--- config.mk ---
export PLATFORM = sky130hd
export DESIGN_NAME = sram_two_port_bank
export DESIGN_NICKNAME = d
export VERILOG_FILES = /design/src/rtl/sram_bank_pkg.sv /design/src/rtl/bennett_phase_seq.sv /design/src/rtl/sram_two_port_bank.sv
export SDC_FILE = /design/constraint.sdc
export NUM_CORES = 1
export LEC_CHECK = 0
export BUFFER_PORTS_ARGS = -buffer_cell sky130_fd_sc_hd__buf_2
export CAP_MARGIN = 20
export CORE_ASPECT_RATIO = 1.5
export CORE_MARGIN = 2
export CORE_UTILIZATION = 63
export DETAILED_ROUTE_END_ITERATION = 12
export PLACE_DENSITY_LB_ADDON = 0.05
export SKIP_CTS_REPAIR_TIMING = 1
export SYNTH_ARGS = -nofsm -noshare
export SYNTH_HDL_FRONTEND = slang
export SYNTH_SLANG_ARGS = --single-unit
--- constraint.sdc ---
create_clock -name clk -period 2.4 [get_ports clk]
set_input_delay 0.24 -clock clk [delete_from_list [all_inputs] [get_ports clk]]
set_output_delay 0.24 -clock clk [all_outputs]
set_load 0.05 [all_outputs]
--- src/rtl/sram_bank_pkg.sv ---
// Shared constants, types and helpers for the two-port register-file bank.
// SRAM_ZERO_REG_EN makes address 0 a hard-wired zero word.
package sram_bank_pkg;

    localparam int PHASES      = 10;
    localparam int WIDTH       = 16;
    localparam int DEPTH       = 32;
    localparam int ADDR_W      = $clog2(DEPTH);
    localparam int READ_PHASE  = 7;
    localparam int WRITE_PHASE = 9;
    localparam int STEP_W      = 5;

    typedef logic [ADDR_W-1:0] addr_t;
    typedef logic [WIDTH-1:0]  word_t;
    typedef logic [STEP_W-1:0] step_t;

    typedef struct packed {
        logic read_rise;
        logic write_rise;
        logic read_fall;
    } seq_strobe_t;

    function automatic logic is_zero_reg(input addr_t addr);
`ifdef SRAM_ZERO_REG_EN
        return addr == '0;
`else
        return addr != addr;
`endif
    endfunction

endpackage

--- src/rtl/bennett_phase_seq.sv ---
// Ten-phase Bennett clock sequencer: phases rise 0..9 then fall 9..0.
// Exports one-hot read/write rise strobes and the read-phase fall strobe.
module bennett_phase_seq
    import sram_bank_pkg::*;
#(
    parameter int N_PHASES = 10
) (
    input  logic                clk,
    input  logic                reset,
    output logic [N_PHASES-1:0] clkpos,
    output logic                inst_flag,
    output seq_strobe_t         strobe
);

    localparam int    STEPS     = 2 * N_PHASES;
    localparam step_t LAST      = step_t'(STEPS - 1);
    localparam step_t RD_RISE   = step_t'(READ_PHASE);
    localparam step_t WR_RISE   = step_t'(WRITE_PHASE);
    localparam step_t RD_FALL   = step_t'(STEPS - 1 - READ_PHASE);

    step_t               step;
    logic [N_PHASES-1:0] set_mask;
    logic [N_PHASES-1:0] clr_mask;

    // Phase k rises on step k and falls on step 19-k.
    always_comb begin
        set_mask = '0;
        clr_mask = '0;
        for (int k = 0; k < N_PHASES; k++) begin
            set_mask[k] = (step == step_t'(k));
            clr_mask[k] = (step == step_t'(STEPS - 1 - k));
        end
    end

    always_comb begin
        strobe            = '0;
        strobe.read_rise  = (step == RD_RISE);
        strobe.write_rise = (step == WR_RISE);
        strobe.read_fall  = (step == RD_FALL);
    end

    always_ff @(posedge clk) begin
        if (reset) begin
            step      <= '0;
            clkpos    <= '0;
            inst_flag <= 1'b0;
        end else begin
            clkpos    <= (clkpos | set_mask) & ~clr_mask;
            inst_flag <= (step == LAST);
            if (step == LAST) begin
                step <= '0;
            end else begin
                step <= step + step_t'(1);
            end
        end
    end

endmodule

--- src/rtl/sram_two_port_bank.sv ---
// 32x16 two-port register-file bank gated by the Bennett phase sequencer.
// SRAM_ZERO_REG_EN: address 0 reads 0 and ignores writes.
module sram_two_port_bank
    import sram_bank_pkg::*;
#(
    parameter int PHASES = sram_bank_pkg::PHASES,
    parameter int WIDTH  = sram_bank_pkg::WIDTH,
    parameter int DEPTH  = sram_bank_pkg::DEPTH
) (
    input  logic                     clk,
    input  logic                     reset,
    input  logic [$clog2(DEPTH)-1:0] addr_a,
    input  logic [$clog2(DEPTH)-1:0] addr_b,
    input  logic                     read_en,
    input  logic                     write_en,
    input  logic [WIDTH-1:0]         din,
    output logic [WIDTH-1:0]         out_a,
    output logic [WIDTH-1:0]         out_b,
    output logic [PHASES-1:0]        clkpos,
    output logic                     inst_flag
);

    seq_strobe_t      strobe;
    logic [WIDTH-1:0] mem [DEPTH];
    logic [WIDTH-1:0] rd_a;
    logic [WIDTH-1:0] rd_b;
    logic             wr_ok;

    bennett_phase_seq #(
        .N_PHASES (PHASES)
    ) u_seq (
        .clk       (clk),
        .reset     (reset),
        .clkpos    (clkpos),
        .inst_flag (inst_flag),
        .strobe    (strobe)
    );

    always_comb begin
        rd_a  = is_zero_reg(addr_t'(addr_a)) ? '0 : mem[addr_a];
        rd_b  = is_zero_reg(addr_t'(addr_b)) ? '0 : mem[addr_b];
        wr_ok = strobe.write_rise & write_en
              & ~is_zero_reg(addr_t'(addr_a));
    end

    always_ff @(posedge clk) begin
        if (reset) begin
            for (int i = 0; i < DEPTH; i++) begin
                mem[i] <= '0;
            end
        end else if (wr_ok) begin
            mem[addr_a] <= din;
        end
    end

    // Outputs are only driven while phase 7 is high.
    always_ff @(posedge clk) begin
        if (reset) begin
            out_a <= '0;
            out_b <= '0;
        end else if (strobe.read_rise) begin
            out_a <= read_en ? rd_a : '0;
            out_b <= read_en ? rd_b : '0;
        end else if (strobe.read_fall) begin
            out_a <= '0;
            out_b <= '0;
        end
    end

endmodule

==> results of run 1 <==
[logic make-up after synthesis]
| logic type | after synthesis | share of synthesized area (%) |
|---|---|---|
| simple gates | 724 | 15.5 |
| compound gates | 250 | 5.62 |
| mux | 432 | 19.6 |
| xor+xnor | 2 | 0.0594 |
| buf+inv | 213 | 3.51 |
| fa+ha+maj | 5 | 0.212 |
| flops | 560 | 55.4 |
[sequential cells by signal (all words and copies together), names as in the netlist]
register	cells
mem	512
out_a	16
out_b	16
u_seq.step	5
u_seq.clkpos	10
u_seq.inst_flag	1
[metal layers]
layer  track usage, %  vias to the layer above
li1                 -                     8378
met1             51.2                    10200
met2             65.4                     1284
met3             9.16                      311
met4             15.4                        6
met5                0                        -
[layout make-up]
type	instances	area, µm²	area share, %
Clock inverter	27	269	0.821
Timing Repair Buffer	214	1840	5.61
Tap cell	594	743	2.27
Sequential cell	560	16300	49.9
Clock buffer	70	1450	4.42
Inverter	5	18.8	0.0573
Multi-Input combinational cell	1413	12100	37.0
[worst max-delay path by stage]
stage | from | to | slack [ns] | cells past startpoint
6_report | u_seq.step[1] | mem[6][11] | 0.11 | 8
4_1_cts | u_seq.step[1] | mem[6][11] | 0.13 | 8
2_1_floorplan | u_seq.step[3] | mem[24][0] | 0.31 | 7
5_1_grt | u_seq.step[1] | mem[12][4] | 0.06 | 8
3_3_place_gp | addr_b[0] | out_b[1] | 0.09 | 7
3_5_place_dp | addr_b[0] | out_b[3] | 0.05 | 7
[per-stage QoR]
step                      cell area, µm²  worst slack [ns]  util (%)  hold slack [ns]  total power (µW)
after floorplan                    29500             0.308         -            0.438             12600
after global placement             31100            0.0869      66.8            0.444             13500
after detailed placement           31100            0.0526      66.8            0.456             13500
after CTS                          32800             0.134      70.5            0.166             21800
after global routing               32800            0.0649      70.5            0.198             22400
final                              32800             0.113      70.5            0.197             21900
[Yosys cell counts, types with 7 or more instances]
cell type and instances:
a211oi_1 9, a21oi_1 29, a22o_1 27, a22oi_1 24, a31oi_1 9, and2_1 513, buf_1 7, buf_2 62
buf_4 17, buf_6 8, clkbuf_1 98, clkbuf_2 15, dfxtp_1 48, edfxtp_1 512, mux2i_1 311, mux4_2 117
nand2_1 34, nor2_1 26, nor2_2 16, nor2_4 12, nor2b_1 9, nor4_1 32, o21ai_0 8, o22ai_1 133
or2_2 33
[power by group through the flow]
stage | clock network (µW) | logic (µW) | registers, µW
CTS | 8500 | 2200 | 11100
floorplan | 0 | 1310 | 11300
global route | 8890 | 2320 | 11100
finish | 8500 | 2260 | 11100
global placement | 0 | 2160 | 11300
detailed placement | 0 | 2190 | 11300
[worst max-delay path: stages (launching register included)]
cell and delay [ns]:
dfxtp_1 0.34, inv_1 0.09, ha_1 0.17, buf_4 0.15, and4_4 0.25, nand2b_1 0.06
buf_4 0.21, nor2_4 0.13, or2_2 0.50
==> metrics.csv, run 1 <==
stage;metric;value;unit
pwr;P_sw;5360;µW
worst_setup_path;WP data required;2.64;ns
timing;Tcrit/Tclk final;95.3;%
timing;fin. max-slew vios;0;
clock_tree;clk slew on worst S/H paths;0.06;ns
timing;# setup viols final;0;
detailed_routing;drc violations;0;
worst_setup_path;Worst Setup End Kind;register;
pwr;Comb pwr share;10.3;%
global_route;gr ovfl total;0;
pwr;clock power share;38.8;%
clock_tree;CTS tree;yes;
final_layout;fin cells;2883;
clock_tree;worst-skew pair later-pin latency;0.61;ns
detailed_routing;Starting DRT DRC Count;2712;
floorplanning;Die ar.;48600;µm²
floorplanning;Starting Density;63.4;%
timing;f_max;437;MHz
final_layout;commonest non-fill, non-tap cell in the layout;and2_1;
global_route;GRT Overall Usage;39.6;%
hold_path;Min-Delay Startpoint;addr_b[3];
timing;Tightest Pin Transition;0.956;ns
floorplanning;die height;269;µm
detailed_routing;1st-pass router iterations;8;
synthesis;post-synth top area share;52.1;%
timing;worst-case clock skew;0.0230;ns
clock_tree;CTS root buf;clkbuf_16;
status;status;finished, final reports clean;
hold_path;path category of the worst min-delay check;in -> reg;
placed_design;Cells after DPL;2786;
worst_setup_path;crit-path max FO;16;
synthesis;area leader, netlist;edfxtp_1;
timing;Final Hold Violating Endpoints;0;
placed_design;DPL Wire Length;68500;µm
floorplanning;Die W;181;µm
global_route;largest net degree at the start of global routing;66;
detailed_routing;Final ANT Viol Nets;0;
hold_path;Hold EP;out_b[11];
detailed_routing;DRT met1 WL;34800;µm
worst_setup_path;Crit Path Class;reg -> reg;
floorplanning;CORE AREA;46500;µm²
pwr;Peak VDD IR;0.859;mV
synthesis;Post-Synthesis Cell Area;29500;µm²
synthesis;Synth Area per Inst;13.5;µm²
final_layout;Inserted Diodes;0;
detailed_routing;routed vias/inst;7.01;
timing;slew margin rel.;36.1;%
synthesis;post-synthesis register bit count;560;
pwr;P per Cell Area;668;nW/µm²
detailed_routing;drt wl/cell;33.3;µm
worst_setup_path;R2R depth;8;
pwr;Reg power frac;50.8;%
synthesis;Seq/Total Area, Yosys;55.4;%
pwr;internal power;16500;µW
placed_design;gpl congestion;0.990;
placed_design;Port Buffer Count;72;
synthesis;top post-synthesis cells by area;edfxtp_1 52%, and2_1 11%, mux2i_1 11%;
clock_tree;H-tree levels;2;
floorplanning;Rows;97;
worst_setup_path;startpoint types;register;
global_route;initial antenna violation count;3;
clock_tree;Clock Path Buffers;3;
timing;RSZ-0062 raised after global routing;false;
synthesis;Syn. warnings;0;
worst_setup_path;worst r2r src;u_seq.step[1];
timing;TNS Setup;0;ns
final_layout;Filler cells;3249;
clock_tree;clk sinks;560;
detailed_routing;vias;20200;
worst_setup_path;register-to-register setup slack;0.11;ns
worst_setup_path;Crit Reg-Reg Endpoint;mem[6][11];
detailed_routing;wire length on met2;46300;µm
pwr;Sw Share;24.5;%
global_route;vias in the first global route;19800;
hold_path;WHS Path Cells;3;
synthesis;ys flop type;edfxtp_1;
final_layout;share of layout cells above drive strength 1;21.2;%
synthesis;asr flop ratio synth;0;%
clock_tree;CTS Buf Count;52;
final_layout;NumNets Final;2281;
final_layout;Layout area overhead;11.1;%
synthesis;EDFF count, synth;512;
timing;Tmin final;2.29;ns
global_route;first-pass GRT wire length;137000;µm
flow_run;MaxCap Viol Count;0;
worst_setup_path;Worst EP arrival;2.53;ns
pwr;static leakage;0.0128;µW
synthesis;Syn Nets;2221;
floorplanning;number of I/O pins;73;
synthesis;post-synth cell types;54;
detailed_routing;WL met3;10400;µm
synthesis;Synth Instances;2186;
final_layout;most frequent cells in the layout;513 x and2_1, 512 x edfxtp_1, 311 x mux2i_1;
detailed_routing;Max Used Layer;met5;
detailed_routing;DRT Wirelength;96000;µm
Power figures use the tool's default switching activity.
==> run 2: changes to the inputs <==
Settings changed: BUFFER_PORTS_ARGS -buffer_cell sky130_fd_sc_hd__buf_2 to -buffer_cell sky130_fd_sc_hd__buf_4, SKIP_CTS_REPAIR_TIMING 1 to unset.
==> metrics.csv, run 2 (synthesis results as in run 1) <==
stage;metric;value;unit
final_layout;most frequent cells in the layout;513 x and2_1, 512 x edfxtp_1, 311 x mux2i_1;
pwr;clock power share;39.2;%
worst_setup_path;startpoint types;register;
worst_setup_path;Worst Setup End Kind;register;
status;status;finished, final reports clean;
final_layout;NumNets Final;2267;
final_layout;Biggest register;mem;
final_layout;fin cells;2871;
timing;Final Hold Violating Endpoints;0;
pwr;Peak VDD IR;0.610;mV
timing;slew margin rel.;56.1;%
global_route;GRT Overall Usage;39.7;%
timing;fin. max-slew vios;0;
timing;# setup viols final;0;
floorplanning;Die ar.;48600;µm²
clock_tree;H-tree levels;2;
clock_tree;post_cts resized;0;
floorplanning;Die W;181;µm
clock_tree;Clock Path Buffers;3;
timing;Tcrit/Tclk final;94.9;%
pwr;P_sw;5380;µW
clock_tree;postcts setup bufs;0;
timing;Tmin final;2.28;ns
worst_setup_path;Worst EP arrival;2.50;ns
clock_tree;worst-skew pair later-pin latency;0.60;ns
floorplanning;Starting Density;63.4;%
global_route;gr ovfl total;0;
floorplanning;Rows;97;
pwr;post-layout power;22100;µW
worst_setup_path;register-to-register setup slack;0.12;ns
timing;TNS Setup;0;ns
detailed_routing;vias;20100;
final_layout;share of layout cells above drive strength 1;20.8;%
detailed_routing;drt wl/cell;33.6;µm
placed_design;area post-placement;31000;µm²
clock_tree;CTS Buf Count;54;
worst_setup_path;Crit Path Class;reg -> reg;
final_layout;Final Cell Area;32800;µm²
clock_tree;clk slew on worst S/H paths;0.07;ns
timing;f_max;439;MHz
worst_setup_path;WP data required;2.62;ns
timing;RSZ-0062 raised after global routing;false;
pwr;P per Cell Area;672;nW/µm²
final_layout;top flop regs;mem: 512 flops, out_a: 16 flops, out_b: 16 flops;
detailed_routing;1st-pass router iterations;5;
floorplanning;number of I/O pins;73;
worst_setup_path;R2R depth;8;
pwr;Comb pwr share;10.3;%
detailed_routing;drc violations;0;
pwr;Sw Share;24.4;%
global_route;first-pass GRT wire length;138000;µm
worst_setup_path;crit-path max FO;16;
timing;Tightest Pin Transition;0.659;ns
floorplanning;CORE AREA;46500;µm²
hold_path;WHS Path Cells;3;
placed_design;Cells after DPL;2770;
placed_design;gpl congestion;0.956;
pwr;Reg power frac;50.5;%
global_route;largest net degree at the start of global routing;52;
placed_design;DPL Wire Length;68600;µm
detailed_routing;routed vias/inst;7.02;
worst_setup_path;Crit Reg-Reg Endpoint;mem[6][14];
timing;worst-case clock skew;0.0199;ns
global_route;initial antenna violation count;2;
final_layout;Layout area overhead;11.3;%
hold_path;Hold EP;out_b[9];
clock_tree;clk sinks;560;
flow_run;MaxCap Viol Count;0;
worst_setup_path;worst r2r src;u_seq.step[1];
final_layout;max reg flops;512;
clock_tree;Post-CTS Hold Buffers;0;
hold_path;path category of the worst min-delay check;in -> reg;
global_route;vias in the first global route;19400;
floorplanning;die height;269;µm
hold_path;Min-Delay Startpoint;addr_b[4];
clock_tree;CTS tree;yes;
detailed_routing;Final ANT Viol Nets;0;
pwr;static leakage;0.0127;µW
placed_design;Port Buffer Count;72;
pwr;internal power;16700;µW
clock_tree;CTS root buf;clkbuf_16;
final_layout;commonest non-fill, non-tap cell in the layout;and2_1;
detailed_routing;Starting DRT DRC Count;2818;
detailed_routing;DRT Wirelength;96400;µm
-- run 2: cell types whose count changed in the layout (fill, tap and decap cells not counted), moves of 2 or more --
cell / previous run / this run
buf_2: 69 / 0
buf_4: 111 / 169
clkbuf_8: 3 / 9
buf_12: 31 / 26
clkbuf_16: 54 / 57
bufinv_16: 5 / 3
clkbuf_4: 2 / 0
clkinv_1: 9 / 7
-- run 2: power by group through the flow --
| stage | clock (µW) | combinational (µW) | sequential [µW] |
|---|---|---|---|
| finish | 8650 | 2270 | 11100 |
| global route | 8980 | 2330 | 11200 |
| CTS | 8630 | 2220 | 11100 |
| detailed placement | 0 | 2210 | 11300 |
| global placement | 0 | 2190 | 11300 |
| floorplan | 0 | 1310 | 11300 |
-- run 2: per-stage QoR --
stage / setup WS [ns] / hold WS [ns] / utilization, %
4_1_cts: 0.122 / 0.141 / 70.6
3_5_place_dp: 0.126 / 0.467 / 66.8
6_report: 0.124 / 0.156 / 70.6
5_1_grt: 0.00738 / 0.171 / 70.6
2_1_floorplan: 0.308 / 0.438 / -
3_3_place_gp: 0.134 / 0.453 / 66.8
-- run 2: final cells by class --
cell class / instances / area, µm²
Inverter: 5 / 18.8
Multi-Input combinational cell: 1413 / 12100
Clock inverter: 23 / 194
Fill cell: 3132 / 13700
Sequential cell: 560 / 16300
Tap cell: 594 / 743
Timing Repair Buffer: 198 / 1830
Clock buffer: 77 / 1590
Antenna cell: 1 / 2.50
-- run 2: per-layer routing --
layer / share of wire [%] / vias to the layer above / wire [µm] / global-route usage, %
met5: 0 / - / 0 / 0
met4: 4.4 / 0 / 4260 / 15.0
met3: 11 / 271 / 10400 / 7.12
met2: 48 / 1327 / 46300 / 65.0
met1: 37 / 10200 / 35500 / 53.5
li1: - / 8335 / - / -
-- run 2: how the worst max path moves through the flow --
stage / slack, ns / from / to
5_1_grt: 0.007 / u_seq.step[0] / out_b[13]
6_report: 0.12 / u_seq.step[1] / mem[6][14]
3_3_place_gp: 0.13 / addr_a[1] / out_a[11]
2_1_floorplan: 0.31 / u_seq.step[3] / mem[24][0]
3_5_place_dp: 0.13 / addr_a[1] / out_a[11]
4_1_cts: 0.12 / u_seq.step[1] / mem[6][14]
-- run 2: worst max-delay path, stage by stage, from the launching register on --
cell and delay, ns:
dfxtp_1 0.34, inv_1 0.09, ha_1 0.17, buf_4 0.15, and4_4 0.24, nand2b_1 0.06, buf_4 0.22, nor2_4 0.14
or2_2 0.48
